$ cat config.mk
export PLATFORM = sky130hd
export DESIGN_NAME = rc4_phase_sequencer_flat
export DESIGN_NICKNAME = d
export VERILOG_FILES = /design/src/rtl/rc4_seq_pkg.sv /design/src/rtl/rc4_phase_sequencer_if.sv /design/src/rtl/rc4_ram_bus_mux.sv /design/src/rtl/rc4_phase_sequencer.sv /design/src/flat_wrapper.sv
export SDC_FILE = /design/constraint.sdc
export NUM_CORES = 1
export LEC_CHECK = 0
export BUFFER_PORTS_ARGS = -buffer_cell sky130_fd_sc_hd__buf_2
export CELL_PAD_IN_SITES_DETAIL_PLACEMENT = 1
export CELL_PAD_IN_SITES_GLOBAL_PLACEMENT = 1
export CORE_MARGIN = 2
export CORE_UTILIZATION = 30
export CTS_BUF_LIST = sky130_fd_sc_hd__clkbuf_4 sky130_fd_sc_hd__clkbuf_8
export DETAILED_ROUTE_END_ITERATION = 10
export PLACE_DENSITY = 0.82
export SYNTH_ARGS = -nofsm -noshare
export SYNTH_HDL_FRONTEND = slang
export SYNTH_SLANG_ARGS = --single-unit
$ cat constraint.sdc
create_clock -name clk -period 2.45 [get_ports clk]
set_clock_uncertainty 0.05 [all_clocks]
set_input_delay 0.245 -clock clk [delete_from_list [all_inputs] [get_ports clk]]
set_output_delay 0.245 -clock clk [all_outputs]
set_load 0.02 [all_outputs]
$ cat src/rtl/rc4_seq_pkg.sv
// Shared types and helpers for the RC4 phase sequencer.
package rc4_seq_pkg;

  typedef enum logic [2:0] {
    IDLE  = 3'd0,
    START = 3'd1,
    WAIT  = 3'd2,
    DONE  = 3'd3,
    ERROR = 3'd4
  } seq_state_t;

  typedef enum logic [1:0] {
    ERR_NONE       = 2'b00,
    ERR_FAIL_LIMIT = 2'b01,
    ERR_TIMEOUT    = 2'b10
  } err_code_t;

  // Phase index width: max(1, clog2(n)).
  function automatic int unsigned ph_width(input int unsigned n);
    return (n > 2) ? $clog2(n) : 1;
  endfunction

endpackage

$ cat src/rtl/rc4_phase_sequencer_if.sv
// Control, handshake and memory-bus bundle between the sequencer and its phases.
interface rc4_phase_sequencer_if
  import rc4_seq_pkg::*;
#(
  parameter int unsigned NUM_PHASES = 4,
  parameter int unsigned ADDR_W     = 8,
  parameter int unsigned DATA_W     = 8
) ();
  localparam int unsigned PH_W = ph_width(NUM_PHASES);

  logic                         go;
  logic                         abort;
  logic [NUM_PHASES-1:0]        done_i;
  logic [NUM_PHASES-1:0]        fail_i;
  logic [NUM_PHASES*ADDR_W-1:0] ph_addr_i;
  logic [NUM_PHASES*DATA_W-1:0] ph_data_i;
  logic [NUM_PHASES-1:0]        ph_wren_i;
  logic [NUM_PHASES-1:0]        start_o;
  logic [ADDR_W-1:0]            ram_addr;
  logic [DATA_W-1:0]            ram_data;
  logic                         ram_wren;
  logic                         busy;
  logic                         done;
  logic                         error;
  logic [1:0]                   err_code;
  logic [PH_W-1:0]              phase;
  logic [15:0]                  attempts;

  // Sequencer side.
  modport master (
    input  go, abort, done_i, fail_i, ph_addr_i, ph_data_i, ph_wren_i,
    output start_o, ram_addr, ram_data, ram_wren, busy, done, error, err_code, phase, attempts
  );

  // Controller / worker side.
  modport slave (
    output go, abort, done_i, fail_i, ph_addr_i, ph_data_i, ph_wren_i,
    input  start_o, ram_addr, ram_data, ram_wren, busy, done, error, err_code, phase, attempts
  );

endinterface

$ cat src/rtl/rc4_ram_bus_mux.sv
// Selects one phase's memory bus onto the shared S-memory port; zero when disabled.
module rc4_ram_bus_mux
  import rc4_seq_pkg::*;
#(
  parameter int unsigned NUM_PHASES = 4,
  parameter int unsigned ADDR_W     = 8,
  parameter int unsigned DATA_W     = 8
) (
  input  logic [ph_width(NUM_PHASES)-1:0] sel_i,
  input  logic                            en_i,
  input  logic [NUM_PHASES*ADDR_W-1:0]    ph_addr_i,
  input  logic [NUM_PHASES*DATA_W-1:0]    ph_data_i,
  input  logic [NUM_PHASES-1:0]           ph_wren_i,
  output logic [ADDR_W-1:0]               ram_addr_o,
  output logic [DATA_W-1:0]               ram_data_o,
  output logic                            ram_wren_o
);
  localparam int unsigned SelW = ph_width(NUM_PHASES);

  // Pick the selected slice; everything stays zero when not enabled.
  always_comb begin
    ram_addr_o = '0;
    ram_data_o = '0;
    ram_wren_o = 1'b0;
    for (int unsigned p = 0; p < NUM_PHASES; p++) begin
      if (en_i && (sel_i == SelW'(p))) begin
        ram_addr_o = ph_addr_i[p*ADDR_W +: ADDR_W];
        ram_data_o = ph_data_i[p*DATA_W +: DATA_W];
        ram_wren_o = ph_wren_i[p];
      end
    end
  end

endmodule

$ cat src/rtl/rc4_phase_sequencer.sv
// Runs the worker phases in order with retry, attempt limit, watchdog and abort.
module rc4_phase_sequencer
  import rc4_seq_pkg::*;
#(
  parameter int unsigned           NUM_PHASES     = 4,
  parameter int unsigned           ADDR_W         = 8,
  parameter int unsigned           DATA_W         = 8,
  parameter int unsigned           RESTART_PHASE  = 0,
  parameter logic [NUM_PHASES-1:0] FAIL_MASK      = 4'b1000,
  parameter int unsigned           MAX_ATTEMPTS   = 0,
  parameter int unsigned           TIMEOUT_CYCLES = 0,
  parameter int unsigned           TMO_W          = 24
) (
  input logic                   clk,
  input logic                   reset,
  rc4_phase_sequencer_if.master bus
);
  localparam int unsigned      PH_W         = ph_width(NUM_PHASES);
  localparam logic [PH_W-1:0]  LastPhase    = PH_W'(NUM_PHASES - 1);
  localparam logic [PH_W-1:0]  RestartPhase = PH_W'(RESTART_PHASE);
  localparam logic [15:0]      MaxAttempts  = 16'(MAX_ATTEMPTS);
  localparam logic [TMO_W-1:0] TmoLast      = TMO_W'(TIMEOUT_CYCLES - 1);
  localparam bit               TmoEn        = (TIMEOUT_CYCLES != 0);
  localparam bit               LimitEn      = (MAX_ATTEMPTS != 0);

  seq_state_t            state_q, state_d;
  logic [PH_W-1:0]       phase_q, phase_d;
  logic [15:0]           attempts_q, attempts_d;
  err_code_t             err_q, err_d;
  logic [TMO_W-1:0]      wdog_q, wdog_d;
  logic [NUM_PHASES-1:0] start_vec;
  logic                  act_done, act_fail, tmo_hit, limit_hit;
  logic [15:0]           attempts_inc;
  logic                  busy_w;

  // State registers; asynchronous reset drops everything immediately.
  always_ff @(posedge clk or posedge reset) begin
    if (reset) begin
      state_q    <= IDLE;
      phase_q    <= '0;
      attempts_q <= '0;
      err_q      <= ERR_NONE;
      wdog_q     <= '0;
    end else begin
      state_q    <= state_d;
      phase_q    <= phase_d;
      attempts_q <= attempts_d;
      err_q      <= err_d;
      wdog_q     <= wdog_d;
    end
  end

  // Next-state and start pulse; only the active phase's done/fail are looked at.
  always_comb begin
    state_d      = state_q;
    phase_d      = phase_q;
    attempts_d   = attempts_q;
    err_d        = err_q;
    wdog_d       = wdog_q;
    start_vec    = '0;
    act_done     = bus.done_i[phase_q];
    act_fail     = bus.fail_i[phase_q] & FAIL_MASK[phase_q];
    tmo_hit      = TmoEn && (wdog_q == TmoLast);
    limit_hit    = LimitEn && ((attempts_q + 16'd1) == MaxAttempts);
    attempts_inc = (attempts_q == 16'hFFFF) ? attempts_q : attempts_q + 16'd1;

    // Abort wins over go and every WAIT event; status registers hold.
    if (bus.abort) begin
      state_d = IDLE;
    end else begin
      unique case (state_q)
        IDLE, DONE, ERROR: begin
          if (bus.go) begin
            phase_d    = '0;
            attempts_d = '0;
            err_d      = ERR_NONE;
            state_d    = START;
          end
        end
        START: begin
          start_vec[phase_q] = 1'b1;
          wdog_d             = '0;
          state_d            = WAIT;
        end
        WAIT: begin
          wdog_d = (wdog_q == '1) ? wdog_q : wdog_q + 1'b1;
          if (act_done) begin
            if (phase_q == LastPhase) begin
              state_d = DONE;
            end else begin
              phase_d = phase_q + 1'b1;
              state_d = START;
            end
          end else if (act_fail) begin
            attempts_d = attempts_inc;
            if (limit_hit) begin
              err_d   = ERR_FAIL_LIMIT;
              state_d = ERROR;
            end else begin
              phase_d = RestartPhase;
              state_d = START;
            end
          end else if (tmo_hit) begin
            err_d   = ERR_TIMEOUT;
            state_d = ERROR;
          end
        end
        default: state_d = IDLE;
      endcase
    end
  end

  assign busy_w = (state_q == START) || (state_q == WAIT);

  rc4_ram_bus_mux #(
    .NUM_PHASES (NUM_PHASES),
    .ADDR_W     (ADDR_W),
    .DATA_W     (DATA_W)
  ) u_mux (
    .sel_i      (phase_q),
    .en_i       (busy_w),
    .ph_addr_i  (bus.ph_addr_i),
    .ph_data_i  (bus.ph_data_i),
    .ph_wren_i  (bus.ph_wren_i),
    .ram_addr_o (bus.ram_addr),
    .ram_data_o (bus.ram_data),
    .ram_wren_o (bus.ram_wren)
  );

  assign bus.start_o  = start_vec;
  assign bus.busy     = busy_w;
  assign bus.done     = (state_q == DONE);
  assign bus.error    = (state_q == ERROR);
  assign bus.err_code = err_q;
  assign bus.phase    = phase_q;
  assign bus.attempts = attempts_q;

endmodule
$ cat src/flat_wrapper.sv
// flat-port wrapper written by rule: the top's interface ports become plain ports
module rc4_phase_sequencer_flat import rc4_seq_pkg::*;
#(
  parameter int unsigned           NUM_PHASES     = 4,
  parameter int unsigned           ADDR_W         = 8,
  parameter int unsigned           DATA_W         = 8,
  parameter int unsigned           RESTART_PHASE  = 0,
  parameter logic [NUM_PHASES-1:0] FAIL_MASK      = 4'b1000,
  parameter int unsigned           MAX_ATTEMPTS   = 0,
  parameter int unsigned           TIMEOUT_CYCLES = 0,
  parameter int unsigned           TMO_W          = 24
)
  (clk, reset, bus_go, bus_abort, bus_done_i, bus_fail_i, bus_ph_addr_i, bus_ph_data_i, bus_ph_wren_i, bus_start_o, bus_ram_addr, bus_ram_data, bus_ram_wren, bus_busy, bus_done, bus_error, bus_err_code, bus_phase, bus_attempts);
  rc4_phase_sequencer_if #(.NUM_PHASES(NUM_PHASES), .ADDR_W(ADDR_W), .DATA_W(DATA_W)) bus_i ();
  input logic clk;
  input logic reset;
  input wire logic [$bits(bus_i.go)-1:0] bus_go;
  input wire logic [$bits(bus_i.abort)-1:0] bus_abort;
  input wire logic [$bits(bus_i.done_i)-1:0] bus_done_i;
  input wire logic [$bits(bus_i.fail_i)-1:0] bus_fail_i;
  input wire logic [$bits(bus_i.ph_addr_i)-1:0] bus_ph_addr_i;
  input wire logic [$bits(bus_i.ph_data_i)-1:0] bus_ph_data_i;
  input wire logic [$bits(bus_i.ph_wren_i)-1:0] bus_ph_wren_i;
  output wire logic [$bits(bus_i.start_o)-1:0] bus_start_o;
  output wire logic [$bits(bus_i.ram_addr)-1:0] bus_ram_addr;
  output wire logic [$bits(bus_i.ram_data)-1:0] bus_ram_data;
  output wire logic [$bits(bus_i.ram_wren)-1:0] bus_ram_wren;
  output wire logic [$bits(bus_i.busy)-1:0] bus_busy;
  output wire logic [$bits(bus_i.done)-1:0] bus_done;
  output wire logic [$bits(bus_i.error)-1:0] bus_error;
  output wire logic [$bits(bus_i.err_code)-1:0] bus_err_code;
  output wire logic [$bits(bus_i.phase)-1:0] bus_phase;
  output wire logic [$bits(bus_i.attempts)-1:0] bus_attempts;
  assign bus_i.go = bus_go;
  assign bus_i.abort = bus_abort;
  assign bus_i.done_i = bus_done_i;
  assign bus_i.fail_i = bus_fail_i;
  assign bus_i.ph_addr_i = bus_ph_addr_i;
  assign bus_i.ph_data_i = bus_ph_data_i;
  assign bus_i.ph_wren_i = bus_ph_wren_i;
  assign bus_start_o = bus_i.start_o;
  assign bus_ram_addr = bus_i.ram_addr;
  assign bus_ram_data = bus_i.ram_data;
  assign bus_ram_wren = bus_i.ram_wren;
  assign bus_busy = bus_i.busy;
  assign bus_done = bus_i.done;
  assign bus_error = bus_i.error;
  assign bus_err_code = bus_i.err_code;
  assign bus_phase = bus_i.phase;
  assign bus_attempts = bus_i.attempts;
  rc4_phase_sequencer #(.NUM_PHASES(NUM_PHASES), .ADDR_W(ADDR_W), .DATA_W(DATA_W), .RESTART_PHASE(RESTART_PHASE), .FAIL_MASK(FAIL_MASK), .MAX_ATTEMPTS(MAX_ATTEMPTS), .TIMEOUT_CYCLES(TIMEOUT_CYCLES), .TMO_W(TMO_W)) u_core (.clk(clk), .reset(reset), .bus(bus_i));
endmodule
After elaboration in Yosys (flattened, before gate mapping)
Index checks and enable logic that the tools add are counted.
{"block": "totals", "regBits": 21, "inputBits": 80, "out_inout_bits": 44, "wordCells": 76}
{"block": "op_classes", "n_addsub": 2, "order_cmp": 2, "eq_ne": 16, "n_mux": 38, "bitwise": 2, "n_reduce_logical": 13}
{"operator": "2-to-1 mux 16 bit", "count": 4}
{"operator": "2-to-1 mux 8 bit", "count": 8}
{"operator": "case mux 16 bit (2 select lines)", "count": 1}
{"operator": "adder 16 x 1 -> 16 bit (second input constant)", "count": 1}
{"operator": "equality test 16 bit (second input constant)", "count": 1}
{"operator": "2-to-1 mux 3 bit", "count": 4}
{"operator": "2-to-1 mux 2 bit", "count": 5}
{"operator": "case mux 3 bit (3 select lines)", "count": 1}
{"operator": "2-to-1 mux 1 bit", "count": 8}
{"operator": "2-to-1 mux 4 bit", "count": 2}
{"operator": "binary-select mux 1 bit (select 2 bit)", "count": 3}
{"operator": "equality test 3 x 2 -> 1 bit (second input constant)", "count": 2}
{"operator": "!= test 2 bit (second input constant)", "count": 3}
{"operator": "!= test 3 bit (second input constant)", "count": 2}
{"operator": "AND reduction 6 bit", "count": 1}
{"operator": "logical AND 1 bit", "count": 5}
{"operator": "AND reduction 5 bit", "count": 1}
{"operator": "equality test 2 bit (second input constant)", "count": 2}
{"operator": "!= test 4 x 2 -> 1 bit (second input constant)", "count": 1}
{"operator": "case mux 2 bit (2 select lines)", "count": 1}
{"operator": "equality test 3 x 1 -> 1 bit (second input constant)", "count": 1}
{"operator": "equality test 3 bit (second input constant)", "count": 1}
{"operator": "logical NOT 3 bit", "count": 1}
{"operator": "< comparator 2 x 3 -> 1 bit (second input constant)", "count": 1}
{"operator": "other kinds (13)", "count": 13}

Depth between registers and ports, before layout
Gate-level depths: netlist (run 1).
{"block": "depth", "ltp_word": 7, "ltp_mapped": 9, "ltp_nobuf": 7}

Hierarchy
A second synthesis (run 1) with hierarchy kept.
{"block": "unflattened", "hier_cells": 229, "hier_area_um2": 2058.2}
{"mod": "rc4_phase_sequencer", "instances": 1, "cells_each": 169, "area_each_um2": 1514.0, "seq_area_each_um2": 500.5}
{"mod": "rc4_ram_bus_mux", "instances": 1, "cells_each": 60, "area_each_um2": 544.3, "seq_area_each_um2": 0.0}

Least setup slack after synthesis (run 1)
OpenSTA, ideal clock, no wires.
{"block": "synth_path", "path_kind": "reg-to-output", "from": "register u_core.phase_q[1] (netlist: u_core.bus.phase[1])", "to": "output bus_ram_addr[0]", "arrival_time_ns": 2.285, "required_ns": 2.155, "slack_ns": -0.130, "stages_incl_launch_ff": 9, "path_buffers": 1, "cell_sequence": "dfrtp_1 > inv_1 > ha_1 > nor3b_2 > clkbuf_1 > a22oi_1 > nand2_1 > o21ai_0 > o21ai_0"}
{"block": "synth_via", "elab_chain_len": 6, "elab_cells_between_ends": 12, "classes_between": "eq/ne: 3; mux: 4; reduce/logical: 5"}
{"element": "start: declaration", "line": "rc4_phase_sequencer.sv:27", "text": "logic [PH_W-1:0] phase_q, phase_d;"}
{"element": "start signal: assignment", "line": "rc4_phase_sequencer.sv:46", "text": "phase_q <= phase_d;"}
{"element": "logical NOT 2 bit", "line": "rc4_ram_bus_mux.sv:26", "text": "if (en_i && (sel_i == SelW'(p))) begin"}
{"element": "logical AND 1 bit", "line": "rc4_ram_bus_mux.sv:26"}
{"element": "2-to-1 mux 8 bit (3 in a row)", "line": "rc4_ram_bus_mux.sv:26"}
{"element": "2-to-1 mux 8 bit (*)", "line": "rc4_ram_bus_mux.sv:26"}
{"element": "end: declaration", "line": "flat_wrapper.sv:25", "text": "output wire logic [$bits(bus_i.ram_addr)-1:0] bus_ram_addr;"}
Mark *: on every way between the ends. The rest lies on a longest branch, timed or not.

Worst setup path after layout (run 1)
{"block": "layout_path", "from": "register u_core.phase_q[0] (netlist: u_core.bus.phase[0])", "to": "output bus_ram_addr[1]"}
Same word-level chain as after synthesis.

==> results list, run 1 <==
- Run status: completed
- Number of nets with antenna violations after detailed routing: 0
- Global-route met2 utilization: 0.369
* Worst EP arrival: 2.02 ns
- Distinct cell type count of the synthesized netlist: 51
- CTS built an H-tree with a depth of 1.
- The synthesized netlist occupies a cell area of 0.00204 mm2.
- Diode count: 0
* DR vias: 2610
- Vias in the first global route: 2492
- Die width: 86.6 um
* First-pass GRT wire length: 12.3 mm
* Via density: 5.40
- The most used flip-flop cell after synthesis is sky130_fd_sc_hd__dfrtp_1.
- The die covers 0.00749 mm2.
- The final layout contains routed wiring with a total length of 8.29 mm.
* Largest net degree at the start of global routing: 35
- All-Layer GR Usage: 0.202
- Period utilisation layout: 0.947
- Number of enable-type register cells in the synthesized netlist: 0
* Top cell type's share of synthesized area: 0.245
- Aggregate global routing overflow: 0
* Total I/O pin count: 124
* Number of rows in the core area: 30
- Min Clock Period, post-route: 2.32 ns
- In the global route stage, met1 resource usage came out at 0.251.
- Insertion delay of the later-clocked pin in the worst-skew pair: 0.27 ns
- After routing, the total negative slack on setup checks comes to 0 ns.
- The biggest area contributor in the post-synthesis netlist is sky130_fd_sc_hd__dfrtp_1.
- Data required, critical path: 2.15 ns
* Detail-routed net length per standard cell: 17.2 um
- Yosys Warn Count: 0
* Worst-path maximum fanout: 5
- Synthesis-stage register bit count: 20
- Class of the most critical hold timing path: primary input to asynchronous set/reset pin
- Async set or reset register ratio after synthesis: 1.00
- In this run the most used layer during global routing was met2.
- Cts hold-fix bufs: 0
- Combinational share of power: 0.757
* Cells after synthesis: 272
- Number of pins with negative max-slew slack in the final report: 0
- Most frequent cell after synthesis: sky130_fd_sc_hd__nand2_1
- Of the synthesized area, sequential elements account for 0.245.
- HPWL after detailed placement: 6.21 mm
- After routing the design area is 0.00293 mm2.
- Worst hold-check slack: 0.0733 ns
- Switching part of the total: 0.507
- Deepest clock path buffer count: 2
* Max capacitance violation total: 0
- After floorplanning, the core was sized to cover 0.00668 mm2.
- TritonCTS built the clock tree.
* Top area cells in the synthesized netlist: sky130_fd_sc_hd__dfrtp_1 (24%), sky130_fd_sc_hd__o21ai_0 (9.1%), sky130_fd_sc_hd__nand2_1 (8.4%), sky130_fd_sc_hd__a22oi_1 (6.6%), sky130_fd_sc_hd__ha_1 (5.5%)
- Initial detailed-routing violation count: 89
* Psw: 1.35 mW
* Dpl cell area: 0.00278 mm2
- Antenna violations before repair: 0
- For this configuration, the core starts out at a cell density of 0.306.
- Post-Synthesis Mean Instance Area: 7.52 um2
* Achievable clock frequency: 431 MHz
- For the pin with the worst max-slew slack, the measured transition is 0.818 ns.
- IR analysis of the VDD net gives a maximum drop of 376 uV.
* Total of fill cells in the finished design: 894
* Crit end category: primary output
- After the last flow step, the layout net total stands at 493.
- Clk slew on worst S/H paths: 0.08 ns
* Library cell used as clock root buffer: sky130_fd_sc_hd__clkbuf_8
* Number of hold violations in the final report: 0
- Buffers placed on the I/O ports in this run total 120.
- Clock tree synthesis inserted a total of 3 buffers.
* Total power divided by cell area: 911 mW/mm2
* Top post-synthesis cells by count: sky130_fd_sc_hd__nand2_1 (46), sky130_fd_sc_hd__o21ai_0 (37), sky130_fd_sc_hd__dfrtp_1 (20)
- For this run, global-route usage on met3 was measured as 0.0276.
* Gpl congestion: 0.837
- Sequential cell fraction of total power: 0.144
* Startpoint Class: flip-flop
- Area growth, synth to finish: 43.5%
* First-pass detailed-route iteration total: 4
* Max-Slew Margin vs Limit: 0.454
- At the end of the flow the core is filled with cells to 0.439.
- Number of instances in the placed design: 472
- In the routed design, unresolved DRC markers number 0.
* Total number of clock tree sinks: 20
- In the final layout, the share of cells above drive strength 1 is 0.422.
* Count of final setup violators: 0
- Of the total power, the clock network draws 0.099.
* Static leakage: 1.51 nW
* Die boundary height: 86.6 um
- Non-filler instance count after layout: 483
- Total internal power: 1.32 mW
- Type of the worst setup path: flip-flop to primary output
[cells by family (layout without fill, tap and decap cells)]
family                   after synthesis  in the layout  synth area share
multiplexers                           8              8            0.0539
adder cells (fa/ha/maj)                9              9            0.0551
AND/OR/NAND/NOR                      104            104             0.258
AO/OA/AOI/OAI                        100            100             0.315
buffers and inverters                 30            159            0.0716
flip-flops                            20             20             0.245
other                                  1              3           0.00183
[state kept, by name, summed over array words and instances, names as in the netlist]
register,count
u_core.bus.attempts,16
u_core.bus.phase,2
u_core.state_q,2
[stage by stage]
step | power, mW | setup slack [ns]
6_report | 2.67 | 0.130
5_1_grt | 2.89 | -0.0213
4_1_cts | 2.44 | 0.00905
3_5_place_dp | 2.16 | 0.227
3_3_place_gp | 2.11 | 0.273
2_1_floorplan | 1.56 | 0.0170
[power groups by stage]
stage / registers (mW) / clock network [mW] / logic [mW]
after floorplan: 0.397 / 0 / 1.16
after global placement: 0.385 / 0 / 1.73
after detailed placement: 0.387 / 0 / 1.77
after CTS: 0.380 / 0.271 / 1.79
after global routing: 0.388 / 0.282 / 2.22
final: 0.385 / 0.263 / 2.02
[repair_timing]
item                       CTS  global route
setup endpoints to repair    7            17
pin swaps                    0             2
setup buffers                0             4
gates resized for setup      2            24
gates cloned                 0             3
[cell type report]
cell class | count | area (um2) | area share
multi-input combinational | 224 | 1430 | 0.488
timing repair buffer | 144 | 801 | 0.273
clock buffer | 4 | 55.1 | 0.0188
sequential | 20 | 503 | 0.171
tap | 80 | 100 | 0.0341
inverter | 11 | 43.8 | 0.0149
[placed cells by master, fill, tap and decap left out, types with 4 or more instances in the layout]
| master | count |
|---|---|
| sky130_fd_sc_hd__buf_2 | 117 |
| sky130_fd_sc_hd__a22oi_1 | 18 |
| sky130_fd_sc_hd__buf_4 | 21 |
| sky130_fd_sc_hd__dfrtp_1 | 18 |
| sky130_fd_sc_hd__o21ai_0 | 22 |
| sky130_fd_sc_hd__o21ai_1 | 26 |
| sky130_fd_sc_hd__clkbuf_8 | 4 |
| sky130_fd_sc_hd__nor2_1 | 8 |
| sky130_fd_sc_hd__buf_6 | 4 |
| sky130_fd_sc_hd__a31oi_1 | 9 |
| sky130_fd_sc_hd__inv_1 | 8 |
| sky130_fd_sc_hd__and3_1 | 4 |
| sky130_fd_sc_hd__nand2_1 | 46 |
| sky130_fd_sc_hd__a21oi_1 | 4 |
| sky130_fd_sc_hd__ha_1 | 7 |
| sky130_fd_sc_hd__nand4_1 | 7 |
| sky130_fd_sc_hd__and2_1 | 8 |
| sky130_fd_sc_hd__nand3_1 | 10 |
[path summary, 6_finish.rpt]
path / start / endpoint / slack (ns) / cells after the start
max: u_core.bus.phase[0]$_DFFE_PP0P_ / bus_ram_addr[1] / 0.13 / 9
min: reset / u_core.bus.attempts[2]$_DFFE_PP0P_ / 0.07 / 2
max reg2reg: u_core.bus.attempts[0]$_DFFE_PP0P_ / u_core.bus.attempts[7]$_DFFE_PP0P_ / 0.26 / 7
min reg2reg: u_core.bus.attempts[3]$_DFFE_PP0P_ / u_core.bus.attempts[3]$_DFFE_PP0P_ / 0.49 / 1
max in group asynchronous: reset / u_core.bus.phase[1]$_DFFE_PP0P_ / 1.72 / 2
min in group clk: bus_abort / u_core.state_q[1]$_DFFE_PP0P_ / 0.25 / 3
[per-layer routing]
| metal | up-vias | routed length, um |
|---|---|---|
| met5 | - | 0 |
| met4 | 0 | 116 |
| met3 | 13 | 514 |
| met2 | 98 | 4190 |
| met1 | 1226 | 3470 |
| li1 | 1273 | - |
[critical path: stages (launching register included)]
cell	delay [ns]
sky130_fd_sc_hd__dfrtp_2	0.45
sky130_fd_sc_hd__inv_4	0.11
sky130_fd_sc_hd__ha_1	0.18
sky130_fd_sc_hd__nor3b_4	0.28
sky130_fd_sc_hd__buf_6	0.17
sky130_fd_sc_hd__a22oi_1	0.07
sky130_fd_sc_hd__nand2_1	0.07
sky130_fd_sc_hd__o21ai_0	0.07
sky130_fd_sc_hd__o21ai_1	0.15
sky130_fd_sc_hd__buf_2	0.21
(Power assumes the default switching activity.)
==> run 2, diff against run 1 <==
--- a/config.mk
+++ b/config.mk
@@ -9,10 +9,11 @@
 export CELL_PAD_IN_SITES_DETAIL_PLACEMENT = 1
 export CELL_PAD_IN_SITES_GLOBAL_PLACEMENT = 1
 export CORE_MARGIN = 2
-export CORE_UTILIZATION = 30
+export CORE_UTILIZATION = 34
 export CTS_BUF_LIST = sky130_fd_sc_hd__clkbuf_4 sky130_fd_sc_hd__clkbuf_8
 export DETAILED_ROUTE_END_ITERATION = 10
-export PLACE_DENSITY = 0.82
+export PLACE_DENSITY = 0.89
 export SYNTH_ARGS = -nofsm -noshare
 export SYNTH_HDL_FRONTEND = slang
+export SYNTH_HIERARCHICAL = 1
 export SYNTH_SLANG_ARGS = --single-unit
==> constraint.sdc (replaced) <==
create_clock -name clk -period 2.9 [get_ports clk]
set_clock_uncertainty 0.05 [all_clocks]
set_input_delay 0.29 -clock clk [delete_from_list [all_inputs] [get_ports clk]]
set_output_delay 0.29 -clock clk [all_outputs]
set_load 0.02 [all_outputs]
==> run 2 against run 1 <==
Compared with the run above:
- critical path depth is 2 lower
- utilization is 1.9 points higher
- synthesized cell count is 16% lower
- non-clock buffer count is 21 lower
- critical path type is now flip-flop to flip-flop
- power is 32% lower
- largest cell class unchanged
- worst setup slack better by 0.27 ns
- worst hold slack better by 0.041 ns
- clock-buffer cell count stayed put
==> results list, run 2 <==
- The number of enable flip-flop cells after synthesis came to 0 (unchanged).
- The standard-cell row count came to 28 (-6.7%).
- The library cells used most frequently in the layout, excluding fill and tap cells, are sky130_fd_sc_hd__buf_2 (120), sky130_fd_sc_hd__mux2i_1 (39), sky130_fd_sc_hd__nand2_1 (24), sky130_fd_sc_hd__dfrtp_1 (19), sky130_fd_sc_hd__o22ai_1 (17).
- The multi-input logic area was 0.00139 mm2 (-3.1%).
* Worst EP arrival: 2.65 ns (+0.63 ns)
* Cts hold-fix bufs: 0 (unchanged)
- Post-route worst setup slack: 0.403 ns (+0.273 ns)
* Post-Synth XOR/XNOR Area: 0 (unchanged)
* Detail-routed net length per standard cell: 17.1 um (-0.60%)
- The maximum number of pins on one net before global-route repair was 34 (-2.9%).
- Total number of clock tree sinks: 20 (unchanged)
- Post-Place Worst Slack: 0.391 ns (+0.164 ns)
* Clk slew on worst S/H paths: 0.08 ns (about the same)
* Data required, critical path: 3.05 ns (+0.90 ns)
* Share of layout cells above drive strength 1: 0.411 (-0.0113)
- Worst-path maximum fanout: 13 (+8)
- The actual transition at the worst max-transition pin was 0.805 ns (-0.0131 ns).
* CTS tree: built
* Via density: 5.56 (+2.9%)
* Worst hold-check slack: 0.114 ns (+0.0406 ns)
- The biggest area contributor in the post-synthesis netlist is sky130_fd_sc_hd__dfrtp_1.
- Leaving out fill and tap cells, the most frequent cell in the layout is sky130_fd_sc_hd__buf_2.
- In this run the worst hold path is classified as primary input to asynchronous set/reset pin.
- The total global routing overflow was 0 (unchanged).
- The number of gates resized after CTS is 0 (-2).
* Number of hold violations in the final report: 0 (unchanged)
* Total power divided by cell area: 676 mW/mm2 (-26%)
- Dominant synthesized flop cell: sky130_fd_sc_hd__dfrtp_1
- Unrepaired setup endpoints after global routing: false
* First-pass GRT wire length: 10.8 mm (-12%)
- The simple-gate area share of the yosys netlist came to 0.232 (-0.0267).
* Yosys Warn Count: 6 (+6)
* Setup Fix Bufs, Post-CTS: 0 (unchanged)
- The combined global-route utilization of all metal layers is 0.205 (+0.00280).
* Total of fill cells in the finished design: 757 (-15%)
* Crit end category: flip-flop
- The effective utilization at floorplan was 0.350 (+0.0437).
* Distinct cell type count of the synthesized netlist: 49 (-3.9%)
* Part of the Yosys area used for sequential elements: 0.243 (-0.00164)
* Diode count: 0 (unchanged)
- Timing would allow up to 401 MHz.
- The area of the die was 0.00669 mm2 (-11%).
- The number of H-tree branching levels was 1 (unchanged).
- Startpoint Class: flip-flop
* Initial detailed-routing violation count: 71 (-20%)
- Total negative slack for setup checks: 0 ns (unchanged)
- Ranked by instance count, the synthesized netlist is headed by sky130_fd_sc_hd__mux2i_1 (39), sky130_fd_sc_hd__nand2_1 (24), sky130_fd_sc_hd__dfrtp_1 (20).
- Most frequent cell after synthesis: sky130_fd_sc_hd__mux2i_1
- Run status: completed
* Number of pins with negative max-slew slack in the final report: 0 (unchanged)
* First-pass detailed-route iteration total: 4 (unchanged)
- The post-synthesis register bit count came to 20 (unchanged).
- Total number of nets in the final design: 431 (-13%)
* Insertion delay of the later-clocked pin in the worst-skew pair: 0.27 ns (about the same)
- HPWL after detailed placement: 5.62 mm (-9.6%)
- Gpl congestion: 0.772 (-7.8%)
- The number of clock buffers inserted by TritonCTS was 3 (unchanged).
- The initial antenna violation count is 0 (unchanged).
- The final wirelength was 7.10 mm (-14%).
- Cells after synthesis: 229 (-16%)
- By area the synthesized netlist is led by sky130_fd_sc_hd__dfrtp_1 (24%), sky130_fd_sc_hd__mux2i_1 (19%), sky130_fd_sc_hd__ha_1 (5.5%), sky130_fd_sc_hd__o22ai_1 (5.2%), sky130_fd_sc_hd__nand2_1 (4.4%).
- Number of nets with antenna violations after detailed routing: 0 (unchanged)
* Vias in the first global route: 2205 (-12%)
* Count of final setup violators: 0 (unchanged)
- Post-synthesis adder-cell area fraction: 0.0547 (-0.000368)
- DRC Markers: 0 (unchanged)
- Period utilisation layout: 0.861
- The highest ir drop seen on vdd was 325 uV (-14%).
* DR vias: 2313 (-11%)
- The synthesized area per cell is 8.99 um2 (+20%).
- The worst max-slew margin expressed relative to the limit was 0.463 (+0.00873).
- Min Clock Period, post-route: 2.50 ns
- The area of the core came to 0.00589 mm2 (-12%).
- The buffer levels on the longest clock path came to 2 (unchanged).
* Type of the worst setup path: flip-flop to flip-flop
- Die boundary height: 81.8 um (-5.5%)
- Flip-flop and latch area: 502 um2 (-0.25%)
- Cell area after technology mapping: 0.00206 mm2 (+0.67%)
- Compared with the post-synthesis result, the final layout area differs by 31.1%.
- The number of flip-flops under the largest register name is 16 (unchanged).
- Die width: 81.8 um (-5.5%)
- The async set-reset flop share out of synthesis came to 1.00 (unchanged).
- Total I/O pin count: 124 (unchanged)
- Combinational family with the most area after synthesis: simple AND/OR/NAND/NOR gates
* Fraction of the mapped netlist area in compound gates: 0.181 (-0.133)
- Top cell type's share of synthesized area: 0.243 (-0.00164)
- The max-capacitance violation count came to 0 (unchanged).
- Number of port buffers: 120 (unchanged)
- Library cell used as clock root buffer: sky130_fd_sc_hd__clkbuf_8
- Static leakage: 1.24 nW (-18%)
- The share of cell area taken by muxes after synthesis is 0.201 (+0.147).
## run 2: cell count changes after synthesis, moves of 12 or more
cell                       delta
sky130_fd_sc_hd__o21ai_0     -35
sky130_fd_sc_hd__nand2_1     -22
sky130_fd_sc_hd__mux2i_1     +37
sky130_fd_sc_hd__a22oi_1     -18
sky130_fd_sc_hd__o211ai_1    +12
sky130_fd_sc_hd__o22ai_1     +15
## run 2: area by class of cell
type	count	share of cell area
timing repair buffer	123	0.231
sequential	20	0.186
tap	75	0.0348
inverter	10	0.0139
clock buffer	4	0.0204
multi-input combinational	184	0.514
## run 2: path summary, 6_finish.rpt
kind / startpoint / depth (start not counted) / slack, ns / endpoint
max in group asynchronous: reset / 2 / 2.14 / u_core/bus.phase[0]$_DFFE_PP0P_
max reg2reg: u_core/state_q[0]$_DFFE_PP0P_ / 7 / 0.40 / u_core/bus.attempts[4]$_DFFE_PP0P_
min reg2reg: u_core/bus.attempts[12]$_DFFE_PP0P_ / 2 / 0.52 / u_core/bus.attempts[12]$_DFFE_PP0P_
min: reset / 2 / 0.11 / u_core/bus.phase[1]$_DFFE_PP0P_
min in group clk: bus_abort / 2 / 0.20 / u_core/state_q[1]$_DFFE_PP0P_
max: u_core/state_q[0]$_DFFE_PP0P_ / 7 / 0.40 / u_core/bus.attempts[4]$_DFFE_PP0P_
## run 2: critical path, cell delays in order (launching register included)
cell,delay [ns]
sky130_fd_sc_hd__dfrtp_1,0.43
sky130_fd_sc_hd__inv_1,0.06
sky130_fd_sc_hd__ha_1,0.30
sky130_fd_sc_hd__nor2b_1,0.21
sky130_fd_sc_hd__nor3_2,0.33
sky130_fd_sc_hd__nand2_1,0.36
sky130_fd_sc_hd__or4_1,0.59
sky130_fd_sc_hd__nand3_1,0.09
## run 2: logic make-up after synthesis
| group | Yosys count |
|---|---|
| mux | 41 |
| flops | 20 |
| compound gates | 49 |
| other cells | 1 |
| simple gates | 82 |
| fa+ha+maj | 9 |
| buf+inv | 27 |
## run 2: metal layers
layer | global-route usage | share of wire | vias to the layer above
met3 | 0.0451 | 0.094 | 11
met1 | 0.244 | 0.39 | 1121
met2 | 0.370 | 0.50 | 89
li1 | - | - | 1092
met4 | 0.0517 | 0.014 | 0
met5 | 0 | 0 | -
## run 2: report_power, final
part / switching, mW / internal [mW]
clock network: 0.101 / 0.121
logic: 0.784 / 0.473
registers: 0.0451 / 0.300
total: 0.931 / 0.894
## run 2: stage by stage
stage | power (mW) | util | std cells | area (um2)
after floorplan | 1.35 | - | 231 | 2070
after global placement | 1.57 | 0.449 | 412 | 2640
after detailed placement | 1.61 | 0.449 | 412 | 2640
after CTS | 1.84 | 0.458 | 416 | 2700
after global routing | 1.95 | 0.458 | 416 | 2700
final | 1.82 | 0.458 | 416 | 2700
==> run 3, diff against run 2 <==
--- a/config.mk
+++ b/config.mk
@@ -5,6 +5,7 @@
 export SDC_FILE = /design/constraint.sdc
 export NUM_CORES = 1
 export LEC_CHECK = 0
+export ABC_AREA = 1
 export BUFFER_PORTS_ARGS = -buffer_cell sky130_fd_sc_hd__buf_2
 export CELL_PAD_IN_SITES_DETAIL_PLACEMENT = 1
 export CELL_PAD_IN_SITES_GLOBAL_PLACEMENT = 1
==> run 3 against run 2 <==
Compared with the run above:
- worst hold slack gained 0.0093 ns
- power down 5.1%
- utilization shrank 1.3 points
- wire length rose by 15%
- worst setup slack better by 0.019 ns
- cell area increased by 6.1%
- first-iteration DRC count rose by 18%
- global-route usage rose by 0.16 points
- via count increased by 18%
==> results list, run 3 <==
* Count of final setup violators: 0 (unchanged)
- Ranked by instance count, the synthesized netlist is headed by sky130_fd_sc_hd__nand4_1 (75), sky130_fd_sc_hd__nand2_1 (69), sky130_fd_sc_hd__nand3_1 (33).
* CP max stage delay: 0.50 ns (-0.09 ns)
- Gpl congestion: 0.819 (+6.1%)
- Dominant synthesized flop cell: sky130_fd_sc_hd__dfrtp_1
- Leading area contributor after synthesis: sky130_fd_sc_hd__dfrtp_1
- Total of fill cells in the finished design: 873 (+15%)
* Setup Fix Bufs, Post-CTS: 0 (unchanged)
- Yosys Warn Count: 6 (unchanged)
- The area of the die came to 0.00743 mm2 (+11%).
* Insertion delay of the later-clocked pin in the worst-skew pair: 0.26 ns (about the same)
* Detail-routed net length per standard cell: 16.4 um (-4.0%)
* Most Frequent Cell on Critical Path: sky130_fd_sc_hd__nand4_1
* Max-Slew Margin vs Limit: 0.456 (-0.00636)
- Cells after synthesis: 318 (+39%)
* Number of instances in the placed design: 494 (+20%)
- The critical path is of the flip-flop to primary output type.
- Area growth, synth to finish: 24.6%
- The fraction of the cycle the final worst path needs came to 0.854 (-0.00672).
- Worst-path maximum fanout: 69 (+56)
* Run status: completed
- Class of the most critical hold timing path: primary input to asynchronous set/reset pin
* Top area cells in the synthesized netlist: sky130_fd_sc_hd__dfrtp_1 (22%), sky130_fd_sc_hd__nand4_1 (20%), sky130_fd_sc_hd__nand2_1 (11%), sky130_fd_sc_hd__nand3_1 (7.2%), sky130_fd_sc_hd__o21ai_2 (6.1%)
- The maximum clock rate came to 404 MHz (+0.79%).
- The count of endpoints failing hold in the final timing report came to 0 (unchanged).
- The synthesized area per cell is 7.22 um2 (-20%).
- Count of buffering cells on the critical path with inverters included: 4 (+3)
* Startpoint Class: flip-flop
- The number of routed nets with antenna violations came to 0 (unchanged).
* Static leakage: 1.39 nW (+13%)
- TritonCTS built the clock tree.
- DRC Markers: 0 (unchanged)
- Leaving out fill and tap cells, the most frequent cell in the layout is sky130_fd_sc_hd__buf_2.
- Traced cell by cell, the critical path runs through inv_1 > ha_1 > inv_2 > buf_4 > nand4_1 > nand4_1 > buf_2.
* Most frequent cells in the layout: sky130_fd_sc_hd__buf_2 (120), sky130_fd_sc_hd__nand4_1 (75), sky130_fd_sc_hd__nand2_1 (69), sky130_fd_sc_hd__nand3_1 (33), sky130_fd_sc_hd__dfrtp_1 (20)
* Total internal power: 0.743 mW (-17%)
- The sequential share of power was 0.198 (+0.009).
- Clk slew on worst S/H paths: 0.08 ns (about the same)
- The total global routing overflow is 0 (unchanged).
* Unrepaired setup endpoints after global routing: false
* Cell area after technology mapping: 0.00230 mm2 (+12%)
* Die width: 86.2 um (+5.3%)
- Total number of nets in the final design: 511 (+19%)
- The CTS sink count was 20 (unchanged).
- Initial detailed-routing violation count: 84 (+18%)
* Share of layout cells above drive strength 1: 0.397 (-0.0139)
* Least-Margin Pin Slew: 0.815 ns (+0.00953 ns)
- The setup slack at placement came to 0.706 ns (+0.315 ns).
* Number of pins with negative max-slew slack in the final report: 0 (unchanged)
* Distinct cell type count of the synthesized netlist: 32 (-35%)
* Flip-flop count of the largest register, all copies and words added: 16 (unchanged)
- Starting utilization of the core area: 0.357 (+0.00779)
- The share of power burned in combinational logic is 0.676 (-0.013).
- The worst path setup slack after routing was 0.423 ns (+0.0195 ns).
- Synthesis-stage register bit count: 20 (unchanged)
- The final wirelength was 8.16 mm (+15%).
- Number of port buffers: 120 (unchanged)
- Crit path max-delay cell type: sky130_fd_sc_hd__buf_4
* Vias in the first global route: 2631 (+19%)
- Worst EP arrival: 2.14 ns (-0.51 ns)
- Top cell type's share of synthesized area: 0.218 (-0.0252)
- First-pass detailed-route iteration total: 4 (unchanged)
* Async set or reset register ratio after synthesis: 1.00 (unchanged)
- The number of top-level design ports was 124 (unchanged).
- The power per standard cell area was 605 mW/mm2 (-11%).
- First-pass GRT wire length: 12.6 mm (+16%)
- The number of gates resized after CTS came to 0 (unchanged).
* Worst r2r src: u_core/state_q[0]$_DFFE_PP0P_
- In this design, the largest share of critical-path delay is due to buffers and inverters.
- The via total after detailed routing was 2731 (+18%).
- H-tree Lvls: 1 (unchanged)
* Setup slack of the most critical reg-to-reg path: 0.71 ns (+0.31 ns)
- Switching part of the total: 0.571 (+0.0609)
- The number of cells traversed by the worst register-to-register path came to 8 (+1).
- Max capacitance violation total: 0 (unchanged)
- The final setup TNS is 0 ns (unchanged).
- The combined global-route utilization of all metal layers was 0.206 (+0.00159).
- The non-filler instance count after layout came to 498 (+20%).
- Library cell used as clock root buffer: sky130_fd_sc_hd__clkbuf_8
- Deepest clock path buffer count: 2 (unchanged)
- Crit end category: primary output
- The highest ir drop seen on vdd came to 312 uV (-3.8%).
* Number of enable-type register cells in the synthesized netlist: 0 (unchanged)
- Destination of the worst register-to-register timing path: u_core/bus.attempts[7]$_DFFE_PP0P_
* Core region area: 0.00642 mm2 (+9.1%)
- HPWL after detailed placement: 6.15 mm (+9.6%)
* Part of the Yosys area used for sequential elements: 0.218 (-0.0252)
- Antenna violations before repair: 0 (unchanged)
* Number of rows in the core area: 29 (+3.6%)
- The via count normalized by instance count was 5.48 (-1.4%).
- The number of hold buffers added after cts came to 0 (unchanged).
* Die boundary height: 86.2 um (+5.3%)
* CTS buffer count: 3 (unchanged)
* Diode count: 0 (unchanged)
* Psw: 0.989 mW (+6.2%)
- The relative contribution of the clock network to total power is 0.126 (+0.004).
- The maximum number of pins on one net before global-route repair was 70 (+110%).
- The critical path data required time is 2.56 ns (-0.49 ns).
* Min Clock Period, post-route: 2.48 ns (-0.0195 ns)
- In the post-synthesis netlist, the cell with the most instances is sky130_fd_sc_hd__nand4_1.
-- run 3: changes by cell type in the layout (fill, tap and decap cells not counted), moves of 5 or more --
cell | previous run | this run
sky130_fd_sc_hd__inv_1 | 10 | 15
sky130_fd_sc_hd__or4_1 | 9 | 0
sky130_fd_sc_hd__mux2i_1 | 39 | 0
sky130_fd_sc_hd__nand4_1 | 6 | 75
sky130_fd_sc_hd__o21ai_2 | 0 | 16
sky130_fd_sc_hd__o22ai_1 | 17 | 0
sky130_fd_sc_hd__nand3_1 | 15 | 33
sky130_fd_sc_hd__nand2_1 | 24 | 69
sky130_fd_sc_hd__nor2_1 | 7 | 19
sky130_fd_sc_hd__o211ai_1 | 12 | 1
-- run 3: cell type report --
class                      instances  area [um2]  share of cell area
sequential                        20         500               0.175
timing repair buffer             124         631               0.220
multi-input combinational        253        1500               0.525
tap                               77        96.3              0.0337
clock buffer                       4        55.1              0.0192
inverter                          20        76.3              0.0267
-- run 3: layer usage --
| layer | vias up | GRT usage | wire [um] | part of all wire |
|---|---|---|---|---|
| met1 | 1291 | 0.262 | 3320 | 0.41 |
| met5 | - | 0 | 0 | 0 |
| li1 | 1335 | - | - | - |
| met3 | 6 | 0.0238 | 637 | 0.078 |
| met2 | 99 | 0.380 | 4150 | 0.51 |
| met4 | 0 | 0.0369 | 53 | 0.0065 |
-- run 3: cell families after synthesis --
group	count (synthesis)	share of synthesized area
AO/OA/AOI/OAI	21	0.0752
XOR/XNOR	4	0.0153
adder cells (fa/ha/maj)	9	0.0490
flip-flops	20	0.218
AND/OR/NAND/NOR	216	0.510
other	1	0.00163
buffers and inverters	47	0.131
-- run 3: worst max-delay path by stage --
stage | startpoint | end | slack (ns) | cells after the start
floorplan | u_core/state_q[0]$_DFFE_PP0P_ | bus_ram_addr[7] | 0.98 | 8
global placement | u_core/state_q[0]$_DFFE_PP0P_ | bus_ram_data[0] | 0.78 | 7
detailed placement | u_core/state_q[0]$_DFFE_PP0P_ | bus_ram_data[3] | 0.71 | 7
CTS | u_core/state_q[0]$_DFFE_PP0P_ | bus_ram_data[3] | 0.40 | 7
global route | u_core/state_q[0]$_DFFE_PP0P_ | bus_ram_wren | 0.25 | 7
finish | u_core/state_q[0]$_DFFE_PP0P_ | bus_ram_data[3] | 0.42 | 7
-- run 3: through the flow --
step | util | area, um2 | hold WS [ns] | power, mW
after CTS | 0.446 | 2860 | 0.149 | 1.74
after global routing | 0.446 | 2860 | 0.212 | 1.86
final | 0.446 | 2860 | 0.123 | 1.73
after floorplan | - | 2300 | 0.204 | 1.33
after detailed placement | 0.437 | 2810 | 0.436 | 1.52
after global placement | 0.437 | 2810 | 0.424 | 1.49
-- run 3: power groups by stage --
stage	registers [mW]	logic, mW	clock network [mW]
5_1_grt	0.350	1.27	0.240
6_report	0.342	1.17	0.219
3_3_place_gp	0.344	1.14	0
4_1_cts	0.343	1.18	0.225
2_1_floorplan	0.350	0.976	0
3_5_place_dp	0.349	1.17	0
